**config.mk**
```make
export PLATFORM = sky130hd
export DESIGN_NAME = uart_reg_bridge
export DESIGN_NICKNAME = d
export VERILOG_FILES = /design/src/rtl/uart_reg_bridge.sv
export SDC_FILE = /design/constraint.sdc
export NUM_CORES = 1
export LEC_CHECK = 0
export BUFFER_PORTS_ARGS = -buffer_cell sky130_fd_sc_hd__buf_2
export CAP_MARGIN = 20
export CORE_MARGIN = 4
export CORE_UTILIZATION = 57
export CTS_CLUSTER_DIAMETER = 60
export DETAILED_ROUTE_END_ITERATION = 8
export PLACE_DENSITY_LB_ADDON = 0.15
export SYNTH_ARGS = -nofsm -noshare
export SYNTH_HDL_FRONTEND = slang
export SYNTH_SLANG_ARGS = --single-unit
```
**constraint.sdc**
```tcl
create_clock -name clk -period 3.05 [get_ports clk]
set_input_delay 0.305 -clock clk [delete_from_list [all_inputs] [get_ports clk]]
set_output_delay 0.305 -clock clk [all_outputs]
set_load 0.02 [all_outputs]
```
**src/rtl/uart_reg_bridge.sv**
```systemverilog
`timescale 1ns/1ps
`default_nettype none
// ============================================================================
// Module  : uart_reg_bridge
// Brief   : Parses fixed-length R/W byte frames into 16-bit register accesses.
// Rev     : 1.0  initial release
// ============================================================================
module uart_reg_bridge #(
  parameter int unsigned P_TIMEOUT_CYC = 1000000,
  parameter int unsigned P_BUS_TIMEOUT = 255,
  parameter logic [15:0] P_RD_ERR_DATA = 16'hDEAD
) (
  input  logic        clk,
  input  logic        rst,
  input  logic        rd_req,
  output logic        rd_ack,
  input  logic [7:0]  rd_data,
  output logic        wr_req,
  input  logic        wr_ack,
  output logic [7:0]  wr_data,
  output logic [7:0]  reg_addr,
  output logic [15:0] reg_wdata,
  output logic        reg_wr,
  output logic        reg_rd,
  input  logic [15:0] reg_rdata,
  input  logic        reg_ack,
  output logic        busy,
  output logic        frame_err
);

  localparam int c_to_w  = $clog2(P_TIMEOUT_CYC + 1);
  localparam int c_bus_w = $clog2(P_BUS_TIMEOUT + 1);
  localparam logic [c_to_w-1:0]  c_to_max  = c_to_w'(P_TIMEOUT_CYC);
  localparam logic [c_bus_w-1:0] c_bus_max = c_bus_w'(P_BUS_TIMEOUT);
  localparam logic [7:0] c_cmd_wr  = 8'h57;
  localparam logic [7:0] c_cmd_rd  = 8'h52;
  localparam logic [7:0] c_rsp_ok  = 8'h4B;
  localparam logic [7:0] c_rsp_to  = 8'h21;
  localparam logic [7:0] c_rsp_bad = 8'h3F;

  localparam logic [2:0] S_CMD  = 3'd0;
  localparam logic [2:0] S_ADDR = 3'd1;
  localparam logic [2:0] S_DHI  = 3'd2;
  localparam logic [2:0] S_DLO  = 3'd3;
  localparam logic [2:0] S_BUS  = 3'd4;
  localparam logic [2:0] S_TX0  = 3'd5;
  localparam logic [2:0] S_TX1  = 3'd6;

  logic [2:0]         r_state, w_state_nxt;
  logic               r_rd_ack, r_is_rd, r_bus_on, r_wr_req, r_frame_err;
  logic [7:0]         r_byte, r_reg_addr, r_wr_data, r_tx_hi, r_tx_lo;
  logic [15:0]        r_reg_wdata;
  logic [c_to_w-1:0]  r_to_cnt;
  logic [c_bus_w-1:0] r_bus_cnt;
  logic [1:0]         r_gap;

  logic w_rx_state, w_rx_take, w_rx_done, w_to_wait, w_to_exp;
  logic w_bus_done, w_tx_state, w_tx_start, w_tx_done, w_cmd_ok;

  // A byte is consumed only when rd_req falls; expiry blocks acceptance so
  // a byte arriving in that cycle is picked up as a fresh command.
  assign w_rx_state = (r_state == S_CMD) || (r_state == S_ADDR) ||
                      (r_state == S_DHI) || (r_state == S_DLO);
  assign w_to_wait  = w_rx_state && (r_state != S_CMD) && !r_rd_ack;
  assign w_to_exp   = w_to_wait && (r_to_cnt == c_to_max);
  assign w_rx_take  = w_rx_state && !r_rd_ack && rd_req && !w_to_exp;
  assign w_rx_done  = w_rx_state && r_rd_ack && !rd_req;
  assign w_cmd_ok   = (r_byte == c_cmd_wr) || (r_byte == c_cmd_rd);
  assign w_bus_done = (r_state == S_BUS) && r_bus_on &&
                      (reg_ack || (r_bus_cnt == c_bus_max));
  assign w_tx_state = (r_state == S_TX0) || (r_state == S_TX1);
  assign w_tx_start = w_tx_state && !r_wr_req && (r_gap == 2'd2);
  assign w_tx_done  = w_tx_state && r_wr_req && wr_ack;

  always_ff @(posedge clk or posedge rst) begin
    if (rst) r_state <= S_CMD;
    else     r_state <= w_state_nxt;
  end

  always_comb begin
    w_state_nxt = r_state;
    case (r_state)
      S_CMD:   if (w_rx_done) w_state_nxt = w_cmd_ok ? S_ADDR : S_TX0;
      S_ADDR:  if (w_to_exp) w_state_nxt = S_CMD;
               else if (w_rx_done) w_state_nxt = r_is_rd ? S_BUS : S_DHI;
      S_DHI:   if (w_to_exp) w_state_nxt = S_CMD;
               else if (w_rx_done) w_state_nxt = S_DLO;
      S_DLO:   if (w_to_exp) w_state_nxt = S_CMD;
               else if (w_rx_done) w_state_nxt = S_BUS;
      S_BUS:   if (w_bus_done) w_state_nxt = S_TX0;
      S_TX0:   if (w_tx_done) w_state_nxt = r_is_rd ? S_TX1 : S_CMD;
      S_TX1:   if (w_tx_done) w_state_nxt = S_CMD;
      default: w_state_nxt = S_CMD;
    endcase
  end

  always_comb begin
    busy      = (r_state != S_CMD);
    reg_wr    = (r_state == S_BUS) && r_bus_on && !r_is_rd;
    reg_rd    = (r_state == S_BUS) && r_bus_on && r_is_rd;
    rd_ack    = r_rd_ack;
    wr_req    = r_wr_req;
    wr_data   = r_wr_data;
    reg_addr  = r_reg_addr;
    reg_wdata = r_reg_wdata;
    frame_err = r_frame_err;
  end

  always_ff @(posedge clk or posedge rst) begin
    if (rst) begin
      r_rd_ack    <= 1'b0;
      r_byte      <= '0;
      r_is_rd     <= 1'b0;
      r_reg_addr  <= '0;
      r_reg_wdata <= '0;
      r_to_cnt    <= '0;
      r_bus_cnt   <= '0;
      r_bus_on    <= 1'b0;
      r_tx_hi     <= '0;
      r_tx_lo     <= '0;
      r_wr_req    <= 1'b0;
      r_wr_data   <= '0;
      r_gap       <= '0;
      r_frame_err <= 1'b0;
    end else begin
      r_frame_err <= w_to_exp;

      if (w_rx_take) begin
        r_rd_ack <= 1'b1;
        r_byte   <= rd_data;
      end else if (w_rx_done) begin
        r_rd_ack <= 1'b0;
      end

      if (!w_to_wait)              r_to_cnt <= '0;
      else if (r_to_cnt != c_to_max) r_to_cnt <= r_to_cnt + c_to_w'(1);

      if (w_rx_done) begin
        case (r_state)
          S_CMD: begin
            r_is_rd <= (r_byte == c_cmd_rd);
            if (!w_cmd_ok) begin
              r_frame_err <= 1'b1;
              r_tx_hi     <= c_rsp_bad;
            end
          end
          S_ADDR:  r_reg_addr        <= r_byte;
          S_DHI:   r_reg_wdata[15:8] <= r_byte;
          S_DLO:   r_reg_wdata[7:0]  <= r_byte;
          default: ;
        endcase
      end

      // Request goes out the cycle after S_BUS entry; counter spans the wait.
      if (r_state == S_BUS) begin
        if (r_bus_cnt != c_bus_max) r_bus_cnt <= r_bus_cnt + c_bus_w'(1);
        r_bus_on <= !w_bus_done;
      end else begin
        r_bus_cnt <= '0;
        r_bus_on  <= 1'b0;
      end

      if (w_bus_done) begin
        if (r_is_rd) {r_tx_hi, r_tx_lo} <= reg_ack ? reg_rdata : P_RD_ERR_DATA;
        else         r_tx_hi            <= reg_ack ? c_rsp_ok : c_rsp_to;
      end

      if (r_wr_req)            r_gap <= 2'd0;
      else if (r_gap != 2'd2)  r_gap <= r_gap + 2'd1;

      if (w_tx_start) begin
        r_wr_req  <= 1'b1;
        r_wr_data <= (r_state == S_TX0) ? r_tx_hi : r_tx_lo;
      end else if (w_tx_done) begin
        r_wr_req  <= 1'b0;
      end
    end
  end

endmodule
`default_nettype wire

```
# Word level (Yosys, flattened, before mapping)
# Cells that the tools add are included.
# W data, S select, Z words.
classes:
  addsub: 3
  eq_ne: 24
  n_mux: 36
  reduce_logical: 42
op_table:
  columns: ["operator", "n"]
  rows:
  - ["$mux W8", 8]
  - ["$mux W20", 2]
  - ["$mux W3", 13]
  - ["$pmux W3 S7", 1]
  - ["$add A20 B1 Y20 const B", 1]
  - ["$eq A20 B20 Y1 const B", 1]
  - ["$ne A20 B20 Y1 const B", 1]
  - ["$eq A8 B7 Y1 const B", 2]
  - ["$logic_and A1 B1 Y1", 16]
  - ["$mux W16", 1]
  - ["$ne A2 B2 Y1 const B", 6]
  - ["$reduce_and A2 Y1", 5]
  - ["$reduce_bool A2 Y1", 5]
  - ["$eq A3 B3 Y1 const B", 3]
  - ["$ne A3 B3 Y1 const B", 3]
  - ["$add A8 B1 Y8 const B", 1]
  - ["$eq A8 B8 Y1 const B", 1]
  - ["$mux W1", 8]
  - ["$ne A8 B8 Y1 const B", 1]
  - ["$mux W7", 1]
  - ["$reduce_and A7 Y1", 1]
  - ["$eq A3 B2 Y1 const B", 2]
  - ["$logic_not A1 Y1", 6]
  - ["$logic_or A1 B1 Y1", 6]
  - ["8 further kinds", 10]
word_totals:
  reg_bits: 94
  inputBits: 29
  output_inout_bits: 38
  wordCells: 121

# Logic depth before layout (Yosys ltp)
# Gate-level depths: netlist of run 1.
depth:
  depth_word: 10
  mapped_depth: 6
  mapped_depth_nobuf: 5

# Worst setup path after synthesis of run 1
# OpenSTA, ideal clock, no wires.
synth_timing:
  path_kind: "register -> register"
  from: "register r_bus_cnt[0]"
  to: "register r_state[0]"
  setup_ps: 124
  arrival_ps: 1766
  required_ps: 2926
  setup_slack_ps: 1160
  path_stages_with_launch: 7
  path_buffers: 1
  period_less_slack_ps: 1890
  path_cell_list: "dfrtp_1 ha_1 and3_1 clkbuf_1 a21oi_1 o32ai_1 a211o_1"
synth_via:
  elab_chain_len: 5
synth_lines:
  columns: ["element", "line_no", "text"]
  rows:
  - ["start, declared", "54", "logic [c_bus_w-1:0] r_bus_cnt;"]
  - ["start signal, assigned", "156", "if (r_bus_cnt != c_bus_max) r_bus_cnt <= r_bus_cnt + c_bus_w'(1);"]
  - ["$eq A8 B8 Y1", "70", "(reg_ack || (r_bus_cnt == c_bus_max));"]
  - ["$logic_or A1 B1 Y1", "70", null]
  - ["$logic_and A1 B1 Y1", "69", "assign w_bus_done = (r_state == S_BUS) && r_bus_on &&"]
  - ["$ne A2 B2 Y1 (no line)", null, null]
  - ["$reduce_and A7 Y1 (no line)", null, null]
  - ["end signal, assigned", "77", "else r_state <= w_state_nxt;"]
  - ["end, declared", "49", "logic [2:0] r_state, w_state_nxt;"]
# Every way passes these cells.
# A chain may end at the register's enable or synchronous reset.

# Worst setup path in the final report of run 1
layout_timing:
  from: "register r_state[2]"
  to: "output reg_rd"
layout_via:
  elab_chain_len: 3
layout_lines:
  columns: ["element", "line_no", "text"]
  rows:
  - ["$eq A3 B3 Y1", "100", "reg_rd = (r_state == S_BUS) && r_bus_on && r_is_rd;"]
  - ["$logic_and A1 B1 Y1 (2 in a row)", "100", null]
  - ["end, declared", "24", "output logic reg_rd,"]
# Every way passes these cells.

==> results of run 1 <==
[stage by stage]
| step | hold WS, ns | setup slack (ns) | area [um2] |
|---|---|---|---|
| floorplan | 0.444 | 0.296 | 4370 |
| global placement | 0.454 | 0.882 | 4780 |
| detailed placement | 0.462 | 0.776 | 4780 |
| CTS | 0.0705 | 0.449 | 4970 |
| global route | 0.112 | 0.317 | 4970 |
| finish | 0.0574 | 0.477 | 4970 |
[cell usage in the layout (no fill, tap or decap), types with 9 or more instances in the layout]
cell      netlist  routed
mux2_2         32      32
inv_1          13      12
o21ai_0        22      22
nand3_1        17      17
a21oi_1        10      10
clkbuf_8        0       9
dfrtp_1        94      94
buf_2           6      66
xor2_1         12      12
nand2_1        31      31
nor2_1         29      29
[Yosys cell counts, drive strengths merged, types with 4 or more instances]
master / instances / area [um2]
dfrtp: 94 / 2350
mux2: 32 / 360
nand2: 31 / 116
nor2: 30 / 115
o21ai: 22 / 110
nand3: 17 / 85.1
inv: 13 / 48.8
xor2: 12 / 105
a21oi: 10 / 50.1
nor3: 9 / 50.1
buf: 8 / 41.3
mux2i: 8 / 80.1
nand4: 8 / 56.3
o21a: 8 / 60.1
a2bb2oi: 7 / 61.3
clkbuf: 7 / 26.3
and3: 6 / 37.5
nand3b: 6 / 45.0
a31oi: 4 / 25.0
a32o: 4 / 40.0
and4: 4 / 35.0
ha: 4 / 50.1
nor3b: 4 / 30.0
or3: 4 / 25.0
xnor2: 4 / 35.0
[cell type report]
cell class / count / area (um2)
fillers: 579 / 2400
flip-flops and latches: 94 / 2350
multi-input cells: 268 / 1900
repair buffers: 67 / 350
clock buffers: 10 / 128
well taps: 99 / 124
clock inverters: 6 / 67.6
inverters: 13 / 50.0
[sequential cells by signal (all words and copies together), names as in the netlist]
| name | flops |
|---|---|
| r_to_cnt | 20 |
| reg_wdata | 16 |
| r_bus_cnt | 8 |
| r_byte | 8 |
| r_tx_hi | 8 |
| r_tx_lo | 8 |
| reg_addr | 8 |
| wr_data | 8 |
| r_state | 3 |
| r_gap | 2 |
| frame_err | 1 |
| r_bus_on | 1 |
| r_is_rd | 1 |
| rd_ack | 1 |
| wr_req | 1 |
[cell families (layout without fill, tap and decap cells)]
kind of cell	after synthesis	after routing	share of synthesized area (%)
AND/OR/NAND/NOR	135	135	16.9
flip-flops	94	94	53.8
AO/OA/AOI/OAI	73	73	12.1
multiplexers	40	40	10.1
buffers and inverters	28	96	2.66
XOR/XNOR	16	16	3.21
adder cells (fa/ha/maj)	4	4	1.15
[worst register-to-register path, stage by stage (launching register included)]
cell and delay (ns):
dfrtp_1 0.61, nor3b_1 0.53, and3_1 0.52, o21ai_0 0.26, a32o_1 0.26
[power by group through the flow]
stage	Clock (W)	Sequential [W]	Combinational [W]
CTS	0.000844	0.00192	0.00143
detailed placement	0	0.00195	0.00142
floorplan	0	0.00201	0.000915
global placement	0	0.00192	0.00138
global route	0.000901	0.00198	0.00156
finish	0.000826	0.00192	0.00141
[per-layer routing]
layer  share of wire, %  routed length [um]  vias to the layer above
li1                   -                   -                     1539
met1                 44                4110                     1567
met2                 48                4450                       94
met3                6.5                 607                       11
met4                1.4                 126                        0
met5                  0                   0                        -
[worst max-delay path by stage]
| stage | start | end | slack [ns] | depth (start not counted) |
|---|---|---|---|---|
| 2_1_floorplan | rst | frame_err | 0.30 | 1 |
| 3_3_place_gp | r_state[0] | r_state[0] | 0.88 | 4 |
| 3_5_place_dp | r_state[2] | r_tx_lo[6] | 0.78 | 4 |
| 4_1_cts | r_state[2] | reg_rd | 0.45 | 3 |
| 5_1_grt | r_state[2] | reg_rd | 0.32 | 3 |
| 6_report | r_state[2] | reg_rd | 0.48 | 3 |
==> metrics.cfg, run 1 <==
[cells_and_area]
final_cells=557
antenna_cells=0
layout-drive-gt1-share_pct=27.5
fin_nets=486
utilization_pct=67.5
syn_to_final_growth_pct=13.8

[sta]
rsz0062_at_grt=false
setup_viol=0
final.setup.tns_ns=0
fin_crit_sh_pct=84.4
final_hold_viol_count=0
final_max_slew_viol_count=0
tightest_slew_ns=0.834
fmax_mhz=389
fin_skew_ns=0.0135
slew_headroom_pct=44.0
min_period_ns=2.57

[placement]
portBuffers=66
place_inst=541
routabilityCongestion=0.840
hpwl_um=6540

[clock_tree]
post_cts_resized=0
cts_setup_buffers=0
clkSinkCount=94
cts_buffer_depth=2
clock_latency_ns=0.36
cts_root_buf=clkbuf_8
numCtsBuffers=9
cts_tree=built
htreeDepth=3
clk_pin_slew_ns=0.09
holdBufCountCts=0

[grt]
grt_usage_pct=22.3
grt_pass1_vias=3234
overflow=0
met1_usage_pct=31.1
grt.busiest_layer=met2
antenna_found_initial=0
grt_pass1_wl_um=15600
grt_use_met3_pct=4.81
grt_max_degree=53
met2_usage_pct=34.2

[worst_setup_path]
reg2reg_slack_ns=0.75
worst-path-buf-inv=1
critPathCaptureType=output port
crit_type=register to output port
arrival_ns=2.27
slowest_delay_ns=0.61
cp_top_family=simple AND/OR/NAND/NOR gates
worst_setup_path_start_kind=register
crit_required_ns=2.74
r2r-start=r_state[2]
critPathSlowestCell=dfrtp_1
cp_max_fo=15
crit_chain=nor3b_1 > and3_1 > buf_2
r2r_cells=4
worstReg2RegEnd=r_tx_lo[1]

[yosys]
ys.flop_type=dfrtp_1
syn_avg_cell_area_um2=11.2
netlist_instances=390
synth_edf_count=0
synth_seq_cells=94
synth_nets=423
yosysUniqueCellTypes=50
ys_async_sr_fraction_pct=100
yosys_warnings=0
synth-seq-area-share_pct=53.8
syn-cell-area_um2=4370

[detailed_routing]
num_vias=3211
drtIter0Drc=184
drt_pass1_iterations=4
drc=0
wl_per_cell_um=16.7
finalWirelength_um=9290
vias_per_cell=5.76
drtAntennaViolNets=0

[power]
p_total_w=0.00415
clockPowerShare_pct=19.9
switching_share_pct=37.6
pwr-share-seq_pct=46.3
p_comb_share_pct=33.9
internal-power_w=0.00259
ir_drop_mv=0.514
p_per_area_nw_per_um2=835
p_leak_nw=2.31
p_sw_w=0.00156

[die]
coreArea_um2=7370
dieArea_um2=9130
start_util_pct=59.3
num_rows=31
die_x_um=95.6
die_height_um=95.6
ioPinCount=67

[status]
status=finished clean

[run]
drv_cap=0

[min_path]
hp-class=primary input to async pin

Power figures use the tool's default switching activity.
==> run 2, diff against run 1 <==
--- a/config.mk
+++ b/config.mk
@@ -5,10 +5,11 @@
 export SDC_FILE = /design/constraint.sdc
 export NUM_CORES = 1
 export LEC_CHECK = 0
+export ABC_AREA = 1
 export BUFFER_PORTS_ARGS = -buffer_cell sky130_fd_sc_hd__buf_2
 export CAP_MARGIN = 20
 export CORE_MARGIN = 4
-export CORE_UTILIZATION = 57
+export CORE_UTILIZATION = 51
 export CTS_CLUSTER_DIAMETER = 60
 export DETAILED_ROUTE_END_ITERATION = 8
 export PLACE_DENSITY_LB_ADDON = 0.15
==> constraint.sdc (replaced) <==
create_clock -name clk -period 2.2 [get_ports clk]
set_input_delay 0.22 -clock clk [delete_from_list [all_inputs] [get_ports clk]]
set_output_delay 0.22 -clock clk [all_outputs]
set_load 0.02 [all_outputs]
==> metrics.cfg, run 2 <==
[yosys]
synth_top_area_cell=dfrtp_1
syn_avg_cell_area_um2=8.30
yosys_warnings=0
synth_common_cells=141 x nand2_1, 94 x dfrtp_1, 70 x nor2_1
ys_async_sr_fraction_pct=100
synth_nets=580
syn-cell-area_um2=4540
synth_seq_cells=94
synth-seq-area-share_pct=51.8
synth_top_area_share_pct=51.8
synth_edf_count=0
ys.flop_type=dfrtp_1
post-synth-top-count-cell=nand2_1
netlist_instances=547
synthTopCellsByArea=dfrtp_1 52%, nand2_1 12%, nor2_1 5.8%
yosysUniqueCellTypes=35

[detailed_routing]
finalWirelength_um=9740
wl_per_cell_um=13.3
routed.top_layer=met4
drtIter0Drc=200
vias_per_cell=5.07
route.met3.wl_um=388
num_vias=3713
drc=0
met1Wirelength_um=4520
dr_wl_met2_um=4700
drt_pass1_iterations=4
drtAntennaViolNets=0

[sta]
fmax_mhz=503
tightest_slew_ns=0.532
slew_headroom_pct=64.5
final_max_slew_viol_count=0
rsz0062_at_grt=false
setup_viol=0
final_hold_viol_count=0
final.setup.tns_ns=0
min_period_ns=1.99
fin_crit_sh_pct=90.4
whs_ns=0.0916
fin_skew_ns=0.0133

[cells_and_area]
fin_nets=653
antenna_cells=0
utilization_pct=59.6
syn_to_final_growth_pct=14.0
layout_common_cells=141 x nand2_1, 94 x dfrtp_1, 70 x nor2_1
largest_reg_flops=20
layout_commonest_cell=nand2_1
layout-drive-gt1-share_pct=19.0
max_flop_register=r_to_cnt
nFillCells=813

[power]
switching_share_pct=42.5
p_comb_share_pct=37.8
internal-power_w=0.00341
p_total_w=0.00592
p_leak_nw=2.68
clockPowerShare_pct=18.0
ir_drop_mv=0.570
pwr-share-seq_pct=44.2
p_per_area_nw_per_um2=1140
p_sw_w=0.00251

[clock_tree]
numCtsBuffers=9
cts_setup_buffers=0
cts_root_buf=clkbuf_8
cts_buffer_depth=2
clk_pin_slew_ns=0.10
htreeDepth=3
cts_tree=built
clkSinkCount=94
clock_latency_ns=0.36

[placement]
routabilityCongestion=0.846
portBuffers=66
hpwl_um=7280

[worst_setup_path]
critPathSlowestCell=dfrtp_1
reg2reg_slack_ns=0.43
worst-path-buf-inv=2
slowest_delay_ns=0.55
worst_setup_path_start_kind=register
crit_chain=clkinv_4 > nor2_8 > nand2_4 > nor2_1 > buf_2
cp_top_family=flip-flops
crit_required_ns=1.98
crit_type=register to output port
arrival_ns=1.77
critPathCaptureType=output port
cp_max_fo=9

[die]
die_x_um=102
die_height_um=102
num_rows=34
dieArea_um2=10500
coreArea_um2=8680
start_util_pct=52.3
ioPinCount=67

[grt]
overflow=0
antenna_found_initial=0
grt_pass1_wl_um=16400
grt_pass1_vias=3591
grt_max_degree=45
grt_usage_pct=19.8

[run]
drv_cap=0

[min_path]
hp-class=primary input to register

[status]
status=finished clean

## run 2: changes by cell type in the layout (fill, tap and decap cells not counted), moves of 7 or more
| cell | previous run | this run |
|---|---|---|
| o21ai_0 | 22 | 41 |
| a21oi_1 | 10 | 24 |
| mux2i_1 | 8 | 0 |
| nor2_1 | 29 | 70 |
| nand2_1 | 31 | 141 |
| mux2_2 | 32 | 0 |
| o21a_1 | 8 | 0 |
| inv_1 | 12 | 66 |
| xor2_1 | 12 | 2 |
| o21ai_1 | 0 | 9 |
| a2bb2oi_1 | 7 | 0 |
## run 2: tightest hold or removal path, cell delays in order
cell and delay (ns):
buf_2 0.09, inv_1 0.04, o21ai_1 0.06
## run 2: metal layers
metal,vias up,track usage [%]
li1,1880,-
met4,0,7.27
met1,1749,27.2
met2,72,31.8
met3,12,3.21
met5,-,0
## run 2: metrics by stage
step                      instances  cell area, um2  setup slack [ns]
after global placement          716            4980             0.540
after CTS                       733            5170             0.198
after detailed placement        716            4980             0.466
final                           733            5170             0.212
after global routing            733            5170             0.103
after floorplan                 547            4540             0.664
## run 2: area by class of cell
type,count,area (um2),area share (%)
flip-flops and latches,94,2350,45.5
inverters,74,292,5.64
repair buffers,71,383,7.40
clock inverters,7,56.3,1.09
clock buffers,9,124,2.39
multi-input cells,370,1830,35.4
well taps,108,135,2.61
## run 2: final timing paths
check,cells past startpoint,end,from
min in group asynchronous,3,r_gap[0],rst
max in group asynchronous,4,r_byte[0],rst
max,5,reg_wr,r_state[2]
min,3,r_byte[7],rd_data[7]
max reg2reg,10,r_state[1],r_bus_cnt[0]
min reg2reg,1,r_to_cnt[19],r_to_cnt[19]
## run 2: logic make-up (layout without fill, tap and decap cells)
kind of cell,count (synthesis),count (layout),synth area share (%)
and+or+nand+nor,268,268,26.9
AOI/OAI and AO/OA,94,94,11.6
DFF,94,94,51.8
buffers and inverters,83,161,7.83
adders and majority gates,4,4,1.10
xor gates and xnor gates,4,4,0.772
## run 2: power groups by stage
| stage | combinational (W) | sequential [W] | clock, W |
|---|---|---|---|
| floorplan | 0.00139 | 0.00285 | 0 |
| finish | 0.00224 | 0.00262 | 0.00106 |
| global placement | 0.00220 | 0.00263 | 0 |
| CTS | 0.00226 | 0.00261 | 0.00109 |
| detailed placement | 0.00226 | 0.00264 | 0 |
| global route | 0.00251 | 0.00268 | 0.00117 |
## run 2: repair_timing
action	CTS	global route
endpoints found under the hold margin	5	0
hold buffers	1	0
gates resized for setup	0	0
